File: src/rtl/aes_round_key_packer_if.sv
// rtl/aes_round_key_packer_if.sv - round key stream from the packer to the cipher datapath
interface aes_round_key_packer_if;
    logic         rk_valid;
    logic         rk_ready;
    logic [127:0] rk_data;
    logic [3:0]   rk_round;
    logic         rk_last;

    modport master (output rk_valid, rk_data, rk_round, rk_last, input rk_ready);
    modport slave  (input rk_valid, rk_data, rk_round, rk_last, output rk_ready);
endinterface

File: src/rtl/aes_round_key_packer.sv
// rtl/aes_round_key_packer.sv - packs AES-128 key expansion words into 128-bit round keys
// Optional AES_RKP_ADDR_CHECK_EN adds a sticky addr_err check of kx_addr.
module aes_round_key_packer #(
    parameter int RK_ROUNDS = 10
) (
    input  logic         clk,
    input  logic         rst_n,
    input  logic         load,
    input  logic [127:0] key_in,
    output logic         kx_start,
    output logic [127:0] kx_key,
    output logic         kx_next,
    input  logic [31:0]  kx_word,
    input  logic [5:0]   kx_addr,
    input  logic         kx_ready,
    aes_round_key_packer_if.master rk,
`ifdef AES_RKP_ADDR_CHECK_EN
    output logic         addr_err,
`endif
    output logic         busy
);
    localparam logic [3:0] LAST_ROUND = 4'(RK_ROUNDS);

    typedef enum logic [1:0] {IDLE, START, FETCH, PRESENT} state_t;

    state_t       state;
    logic [1:0]   slot;
    logic [3:0]   round_q;
    logic [127:0] data_q;
    logic         valid_q;
    logic         capture;

    // kx_next rides on the capture so the expansion advances on the same edge
    assign capture     = (state == FETCH) && kx_ready;
    assign kx_next     = capture;
    assign kx_start    = (state == START);
    assign busy        = (state != IDLE);
    assign rk.rk_valid = valid_q;
    assign rk.rk_data  = data_q;
    assign rk.rk_round = round_q;
    assign rk.rk_last  = valid_q && (round_q == LAST_ROUND);

    always_ff @(posedge clk or negedge rst_n) begin
        if (!rst_n) begin
            state   <= IDLE;
            slot    <= 2'd0;
            round_q <= 4'd0;
            data_q  <= 128'd0;
            valid_q <= 1'b0;
            kx_key  <= 128'd0;
        end else if (load) begin
            // a new load restarts the schedule from any state
            kx_key  <= key_in;
            round_q <= 4'd0;
            slot    <= 2'd0;
            valid_q <= 1'b0;
            state   <= START;
        end else begin
            case (state)
                IDLE: state <= IDLE;
                START: state <= FETCH;
                FETCH: begin
                    if (capture) begin
                        case (slot)
                            2'd0:    data_q[127:96] <= kx_word;
                            2'd1:    data_q[95:64]  <= kx_word;
                            2'd2:    data_q[63:32]  <= kx_word;
                            default: data_q[31:0]   <= kx_word;
                        endcase
                        slot <= slot + 2'd1;
                        if (slot == 2'd3) begin
                            valid_q <= 1'b1;
                            state   <= PRESENT;
                        end
                    end
                end
                PRESENT: begin
                    if (rk.rk_ready) begin
                        valid_q <= 1'b0;
                        if (round_q == LAST_ROUND) begin
                            state <= IDLE;
                        end else begin
                            round_q <= round_q + 4'd1;
                            state   <= FETCH;
                        end
                    end
                end
                default: state <= IDLE;
            endcase
        end
    end

`ifdef AES_RKP_ADDR_CHECK_EN
    // expected word index is round*4+slot, i.e. {round, slot}
    always_ff @(posedge clk or negedge rst_n) begin
        if (!rst_n) begin
            addr_err <= 1'b0;
        end else if (load) begin
            addr_err <= 1'b0;
        end else if (capture && (kx_addr != {round_q, slot})) begin
            addr_err <= 1'b1;
        end
    end
`else
    logic unused_kx_addr;
    assign unused_kx_addr = ^kx_addr;
`endif
endmodule
File: src/flat_wrapper.sv
// flat-port wrapper written by rule: the top's interface ports become plain ports
module aes_round_key_packer_flat 
#(
    parameter int RK_ROUNDS = 10
)
  (clk, rst_n, load, key_in, kx_start, kx_key, kx_next, kx_word, kx_addr, kx_ready, busy, rk_rk_valid, rk_rk_data, rk_rk_round, rk_rk_last, rk_rk_ready);
  aes_round_key_packer_if rk_i ();
  input  logic clk;
  input  logic rst_n;
  input  logic load;
  input  logic [127:0] key_in;
  output logic kx_start;
  output logic [127:0] kx_key;
  output logic kx_next;
  input  logic [31:0] kx_word;
  input  logic [5:0] kx_addr;
  input  logic kx_ready;
  output logic busy;
  output wire logic [$bits(rk_i.rk_valid)-1:0] rk_rk_valid;
  output wire logic [$bits(rk_i.rk_data)-1:0] rk_rk_data;
  output wire logic [$bits(rk_i.rk_round)-1:0] rk_rk_round;
  output wire logic [$bits(rk_i.rk_last)-1:0] rk_rk_last;
  input wire logic [$bits(rk_i.rk_ready)-1:0] rk_rk_ready;
  assign rk_rk_valid = rk_i.rk_valid;
  assign rk_rk_data = rk_i.rk_data;
  assign rk_rk_round = rk_i.rk_round;
  assign rk_rk_last = rk_i.rk_last;
  assign rk_i.rk_ready = rk_rk_ready;
  aes_round_key_packer #(.RK_ROUNDS(RK_ROUNDS)) u_core (.clk(clk), .rst_n(rst_n), .load(load), .key_in(key_in), .kx_start(kx_start), .kx_key(kx_key), .kx_next(kx_next), .kx_word(kx_word), .kx_addr(kx_addr), .kx_ready(kx_ready), .rk(rk_i), .busy(busy));
endmodule
File: config.mk
export PLATFORM = sky130hd
export DESIGN_NAME = aes_round_key_packer_flat
export DESIGN_NICKNAME = d
export VERILOG_FILES = /design/src/rtl/aes_round_key_packer_if.sv /design/src/rtl/aes_round_key_packer.sv /design/src/flat_wrapper.sv
export SDC_FILE = /design/constraint.sdc
export NUM_CORES = 1
export LEC_CHECK = 0
export ABC_AREA = 1
export CORE_AREA = 4 4 166 168
export DETAILED_ROUTE_END_ITERATION = 6
export DIE_AREA = 0 0 170 172
export PLACE_DENSITY = 0.76
export SETUP_SLACK_MARGIN = 0.05
export SYNTH_ARGS = -nofsm -noshare
export SYNTH_HDL_FRONTEND = slang
export SYNTH_SLANG_ARGS = --single-unit
File: constraint.sdc
create_clock -name clk -period 1.8 [get_ports clk]
set_input_delay 0.18 -clock clk [delete_from_list [all_inputs] [get_ports clk]]
set_output_delay 0.18 -clock clk [all_outputs]
set_load 0.05 [all_outputs]
Yosys cells after proc, flatten, opt, wreduce, memory -nomap -nowiden:

Index checks and enable logic that the tools add are counted.

* bits in registers: 265
* output and inout bits: 265
* word-level logic and storage cells: 61

* add/sub/neg operators: 2
* equal/unequal tests: 11
* multiplexer cells: 18
* bitwise gates (word level): 2
* reductions and logical operators: 19

Operator list (number)
* $reduce_and 4->1: 5
* $mux 2: 8
* $mux 4: 4
* $reduce_bool 2->1: 5
* $ne 3x3->1 const B: 3
* $eq 2x2->1 const B: 4
* $pmux 2 s4: 1
* $reduce_and 3->1: 2
* $add 4x1->4 const B: 1
* $eq 2x1->1 const B: 2
* $eq 4x4->1 const B: 1
* $logic_not 2->1: 2
* $mux 1: 4
* $reduce_bool 3->1: 1
* $reduce_or 3->1: 1
* $add 2x1->2 const B: 1
* $logic_and 1x1->1: 2
* $ne 2x2->1 const B: 1
* $not 1->1: 2
* $pmux 1 s2: 1
* $reduce_and 2->1: 1

Longest topological paths before layout:

Gate-level depths: netlist of the first run.

* word-level depth: 5
* gate-level depth with buffers: 8
* gate-level depth less buffers: 8

Worst setup path after synthesis of the first run:

Ideal clock, no wire load.

* path kind: reg2out
* from: reg u_core.round_q[0] (netlist: u_core.rk.rk_round[0])
* to: out rk_rk_last
* arrival: 1.693 ns
* slack: -0.073 ns
* cell stages (with the launch flop): 5
* cells stage by stage: dfrtp_1 -> inv_1 -> ha_1 -> nand3_1 -> nor2_1

* word-level cells in the longest chain between the ends: 2

RTL lines
* start: declaration: line aes_round_key_packer.sv:28 `logic [3:0] round_q;`
* start signal: assignment: line aes_round_key_packer.sv:83 `round_q <= round_q + 4'd1;`
* $eq 4x4->1: line aes_round_key_packer.sv:41 `assign rk.rk_last = valid_q && (round_q == LAST_ROUND);`
* $logic_and 1x1->1: line aes_round_key_packer.sv:41
* end: declaration: line flat_wrapper.sv:22 `output wire logic [$bits(rk_i.rk_last)-1:0] rk_rk_last;`

Every way passes these cells.

Worst setup path after layout of the first run:

Same ends and word-level chain as after synthesis.

==> flow_summary.json, run 1 <==
{
  "cp_slowest_stage_delay_ps": 390,
  "ir_drop_uv": 949,
  "die-area_um2": 29200,
  "synth-seq-cells": 265,
  "gp_congestion": 0.819,
  "initial_core_util_pct": 40.2,
  "clock-sinks": 265,
  "fin_setup_tns_ps": 0,
  "fmax_mhz": 599,
  "ys_types": 27,
  "crit_path_max_fanout": 2,
  "yosys.area.top_type_share_pct": 63.6,
  "drt_iter0_markers": 684,
  "period_share_pct": 92.7,
  "dp_cells": 1906,
  "fin_crit_ps": 1670,
  "syn_area_per_cell_um2": 8.84,
  "crit_arrival_ps": 1490,
  "skew_ps": 8.76,
  "dp.final_hpwl_um": 23400,
  "antenna_found_initial": 1,
  "finalHoldViolations": 0,
  "die_w_um": 170,
  "ys.warnings.count": 0,
  "area_growth_pct": 49.9,
  "synth.most_common_cell": "nand2_1",
  "setup_viol": 0,
  "finalWirelength_um": 32700,
  "finalNonFillerCells": 1957,
  "mappedNetlistNets": 1358,
  "avgRoutedWirePerCell_um": 16.7,
  "synth_edf_count": 0,
  "max_slew_margin_pct": 50.7,
  "crit_chain": "inv_2, ha_4, nand3_4, nor2_4, buf_12",
  "grt-ovfl-total": 0,
  "synth_common_cells": "nand2_1, dfrtp_1, o21ai_1",
  "slowest_stage": "dfrtp_1",
  "grt_pass1_vias": 9226,
  "hold_class": "in2reg",
  "slew_viol_final": 0,
  "drv_cap": 0,
  "clk_latency_ps": 530,
  "holdPathStages": 4,
  "rows": 59,
  "numPortBuffers": 429,
  "powerDensity_nw_per_um2": 1240,
  "synthesis.area_um2": 10400,
  "grt_max_degree": 106,
  "antenna_left": 0,
  "path_class": "reg2out",
  "core_area_um2": 25900,
  "drc": 0,
  "required_ps": 1620,
  "ios": 436,
  "status": "finished, final reports clean",
  "fin_nets": 1783,
  "cts.clk_slew.worst_paths_ps": 60,
  "yosysSeqAreaShare_pct": 63.6,
  "cts_root_buf": "clkbuf_16",
  "die_y_um": 172,
  "via_per_inst": 4.69,
  "rsz0062_at_grt": "false",
  "htreeDepth": 1,
  "first_pass_iters": 7,
  "start_kind": "register",
  "grt_pass1_wl_um": 50700,
  "numCtsBuffers": 28,
  "synth_ff_type": "dfrtp_1",
  "layout-drive-gt1-share_pct": 7.90,
  "end_kind": "primary output",
  "reg2reg_depth": 6,
  "ys_async_sr_fraction_pct": 100,
  "tritoncts": "built",
  "synth_top_cell_by_area": "dfrtp_1",
  "grt_usage_pct": 21.6,
  "via_count": 9184,
  "tightest_slew_ps": 740,
  "syn-instance-count": 1180,
  "clockBufferDepth": 3,
  "final_core_util_pct": 60.3,
  "power.leakage_nw": 8.81,
  "synth.area.top_cells": "dfrtp_1, nand2_1, o21ai_1"
}
state kept, by name, indices dropped and copies added (netlist names):
| register | flops |
|---|---|
| u_core.rk.rk_data | 128 |
| u_core.state | 2 |
| u_core.kx_key | 128 |
| u_core.slot | 2 |
| u_core.rk.rk_valid | 1 |
| u_core.rk.rk_round | 4 |
layout make-up:
class | instances | area, µm²
fillers | 2277 | 10300
flip-flops and latches | 265 | 6630
repair buffers | 452 | 4200
multi-input cells | 839 | 3410
clock buffers | 43 | 868
well taps | 335 | 419
inverters | 19 | 85.1
clock inverters | 3 | 17.5
diodes | 1 | 2.50
what timing repair did:
action | in CTS | in global routing
resized for setup | 229 | 3
hold endpoints to repair | 165 | 0
setup buffers | 1 | 2
pin swaps | 1 | 1
setup endpoints to repair | 224 | 65
hold buffers | 1 | 0
worst paths after layout:
path	from	end	slack [ps]
max in group asynchronous	rst_n	u_core.rk.rk_data[65]$_DFFE_PN0P_	930
min reg2reg	u_core.kx_key[15]$_DFFE_PN0P_	u_core.kx_key[15]$_DFFE_PN0P_	460
min in group asynchronous	rst_n	u_core.rk.rk_data[25]$_DFFE_PN0P_	170
max reg2reg	u_core.slot[0]$_DFFE_PN0P_	u_core.rk.rk_data[6]$_DFFE_PN0P_	190
max	u_core.rk.rk_round[0]$_DFFE_PN0P_	rk_rk_last	130
min	load	u_core.slot[0]$_DFFE_PN0P_	50
power by group:
| group | internal, W | switching, W | leakage (nW) |
|---|---|---|---|
| registers | 0.00685 | 0.000520 | 3.41 |
| logic | 0.00169 | 0.00478 | 4.97 |
| clock network | 0.00328 | 0.00227 | 0.436 |
| total | 0.0118 | 0.00757 | 8.81 |
worst max-delay path, delay by kind of cell, from the launching register on:
family	cells	cell delay (ps)
simple gates	2	190
flops	1	390
buf+inv	2	230
fa+ha+maj	1	150
cells in the final DEF (no fill, tap or decap):
cell type,count
a21oi_1,3
buf_12,9
buf_4,56
buf_8,1
clkbuf_1,5
clkbuf_16,29
clkbuf_8,9
clkdlybuf4s50_1,162
clkinv_2,3
clkinvlp_4,1
dfrtp_1,265
diode_2,1
dlygate4sd2_1,223
dlygate4sd3_1,1
ha_1,6
ha_4,1
inv_1,11
inv_2,4
inv_4,2
inv_8,1
nand2_1,761
nand2_2,1
nand2_4,2
nand3_1,9
nand3_4,2
nand4_1,1
nor2_1,10
nor2_4,3
nor2_8,3
o21ai_0,8
o21ai_1,27
o21bai_1,1
or2_2,1
per-stage QoR:
| stage | setup WS, ps | instance area (µm²) | hold slack, ps | power (W) |
|---|---|---|---|---|
| after floorplan | 141 | 10400 | -116 | 0.0116 |
| after global placement | 116 | 15000 | 138 | 0.0144 |
| after detailed placement | 82.6 | 15000 | 132 | 0.0145 |
| after CTS | 53.0 | 15600 | 20.3 | 0.0196 |
| after global routing | 54.7 | 15600 | 64.5 | 0.0202 |
| final | 131 | 15600 | 52.4 | 0.0194 |
layer usage:
metal | routed length, µm | GRT usage, % | vias up
li1 | - | - | 4435
met1 | 12800 | 26.7 | 4299
met2 | 15500 | 36.6 | 378
met3 | 3120 | 6.06 | 72
met4 | 1280 | 7.85 | 0
met5 | 0 | 0 | -
cells by family (layout without fill, tap and decap cells):
group                    Yosys count  after routing  share of synthesized area (%)
adder cells (fa/ha/maj)            7              7                          0.840
flip-flops                       265            265                           63.6
AO/OA/AOI/OAI                     39             39                           1.90
buffers and inverters             76            517                           4.09
AND/OR/NAND/NOR                  793            793                           29.6
other                              0              1                              0
Power figures use the tool's default switching activity.
==> inputs of run 2 (changes only) <==
- CORE_AREA: 4 4 166 168 -> unset
- CORE_MARGIN: unset -> 4
- CORE_UTILIZATION: unset -> 40
- DIE_AREA: 0 0 170 172 -> unset
==> run 2 against run 1 <==
Against the previous run:
- flip-flop and latch count unchanged
- critical path depth is the same
- clock power increased by 1%
- register-to-register slack worse by 50 ps
- final cell count about the same
- via count hardly changed
- sequential power is essentially flat
- sequential share of layout area fell by 0.16 points
- power rose by 0.46%
- wire length grew 2.1%
==> flow_summary.json, run 2 (synthesis results as in run 1) <==
{
  "powerDensity_nw_per_um2": 1240,
  "hold_class": "in2reg",
  "fin_crit_ps": 1720,
  "fin_nets": 1784,
  "startpoint": "u_core.rk.rk_round[0]$_DFFE_PN0P_",
  "setup_viol": 0,
  "cts.clk_slew.worst_paths_ps": 60,
  "drv_cap": 0,
  "die_y_um": 169,
  "area_growth_pct": 50.5,
  "end_kind": "primary output",
  "wl_met3_um": 3190,
  "path_class": "reg2out",
  "antenna_left": 0,
  "via_count": 9176,
  "initial_core_util_pct": 41.1,
  "layout-drive-gt1-share_pct": 8.49,
  "fin_setup_tns_ps": 0,
  "status": "finished, final reports clean",
  "via_per_inst": 4.69,
  "grt_usage_pct": 22.7,
  "die_w_um": 169,
  "skew_ps": 10.4,
  "r2r_setup_slack_ps": 140,
  "ios": 436,
  "rows": 58,
  "grt_pass1_vias": 9262,
  "clk_latency_ps": 520,
  "rsz0062_at_grt": "true",
  "reg2reg_depth": 6,
  "worstReg2RegEnd": "u_core.rk.rk_data[18]$_DFFE_PN0P_",
  "core_area_um2": 25400,
  "diodes": 0,
  "crit_arrival_ps": 1540,
  "ir_drop_uv": 867,
  "dp.final_hpwl_um": 24500,
  "n_fill_cell": 2202,
  "numCtsBuffers": 27,
  "start_kind": "register",
  "required_ps": 1620,
  "drt_iter0_markers": 733,
  "grt_pass1_wl_um": 52200,
  "tritoncts": "built",
  "cts_root_buf": "clkbuf_16",
  "mostFrequentLayoutCells": "nand2_1, dfrtp_1, dlygate4sd2_1",
  "worst_slack_ps": 84.5,
  "die-area_um2": 28700,
  "r2r_start": "u_core.slot[0]$_DFFE_PN0P_",
  "numPortBuffers": 429,
  "pre_cts_ws_ps": 79.8,
  "clockBufferDepth": 3,
  "clock-sinks": 265,
  "first_pass_iters": 5,
  "grt_max_degree": 126,
  "power.leakage_nw": 8.83,
  "finalNonFillerCells": 1956,
  "drc": 0,
  "slew_viol_final": 0,
  "gp_congestion": 0.816,
  "max_slew_margin_pct": 56.1,
  "crit_path_max_fanout": 3,
  "finalWirelength_um": 33400,
  "grt-ovfl-total": 0,
  "finalHoldViolations": 0,
  "tightest_slew_ps": 657,
  "dp_cells": 1901,
  "period_share_pct": 95.3,
  "antenna_found_initial": 0,
  "worstSetupEndpoint": "rk_rk_last",
  "topRoutingLayerUsed": "met4",
  "avgRoutedWirePerCell_um": 17.1,
  "met1Wirelength_um": 12300,
  "htreeDepth": 1,
  "final_common_cell": "nand2_1",
  "fmax_mhz": 583,
  "dr_wl_met2_um": 16400
}
==> run 2: cell types whose count changed in the layout (fill, tap and decap cells not counted), sizes merged <==
cell and change:
diode -1, clkinv +2, dlygate4sd2 -9, dlygate4sd3 +1, bufinv +2, clkbuf -1
buf +10
==> run 2: worst min path at each step <==
| stage | start | to | slack (ps) | cells past startpoint |
|---|---|---|---|---|
| floorplan | rst_n | u_core.kx_key[0]$_DFFE_PN0P_ | -120 | 0 |
| global placement | rst_n | u_core.rk.rk_data[26]$_DFFE_PN0P_ | 200 | 1 |
| detailed placement | rst_n | u_core.rk.rk_data[26]$_DFFE_PN0P_ | 200 | 1 |
| CTS | key_in[27] | u_core.kx_key[27]$_DFFE_PN0P_ | 160 | 3 |
| global route | key_in[119] | u_core.kx_key[119]$_DFFE_PN0P_ | 160 | 3 |
| finish | key_in[118] | u_core.kx_key[118]$_DFFE_PN0P_ | 190 | 3 |
==> run 2: critical path: stages, from the launching register on <==
cell and delay [ps]:
dfrtp_1 380, inv_2 100, ha_4 160, nand3_4 100, nor2_4 120, buf_12 140
==> run 2: repair_timing <==
item                                   in CTS  in global routing
pin swaps                                   1                  2
hold buffers                                2                  0
gates resized for setup                   221                  0
endpoints found under the hold margin      64                  0
setup endpoints to repair                 216                  2
buffers inserted                            1                  3
==> run 2: layer usage <==
| metal | vias to the layer above | GRT usage, % |
|---|---|---|
| met5 | - | 0 |
| met4 | 0 | 8.72 |
| met3 | 88 | 6.48 |
| met2 | 408 | 39.4 |
| met1 | 4248 | 27.0 |
| li1 | 4432 | - |
==> run 2: area by class of cell <==
type	instances	area, µm²	area share, %
clock buffers	42	802	5.11
clock inverters	7	87.6	0.558
inverters	19	85.1	0.542
multi-input cells	839	3400	21.7
flip-flops and latches	265	6630	42.3
well taps	330	413	2.63
repair buffers	454	4270	27.2
==> run 2: power breakdown <==
group          leakage [nW]  switching [W]  internal (W)  total (W)
clock                 0.437        0.00229       0.00333    0.00562
sequential             3.41       0.000502       0.00685    0.00735
combinational          4.99        0.00478       0.00173    0.00650
total                  8.83        0.00757        0.0119     0.0195
==> run 2: through the flow <==
stage               util [%]  hold slack, ps  total power, W  area, µm²
floorplan                  -            -116          0.0116      10400
global placement        59.0             195          0.0144      15000
detailed placement      59.0             203          0.0145      15000
CTS                     61.7             160          0.0196      15700
global route            61.8             162          0.0203      15700
finish                  61.8             185          0.0195      15700
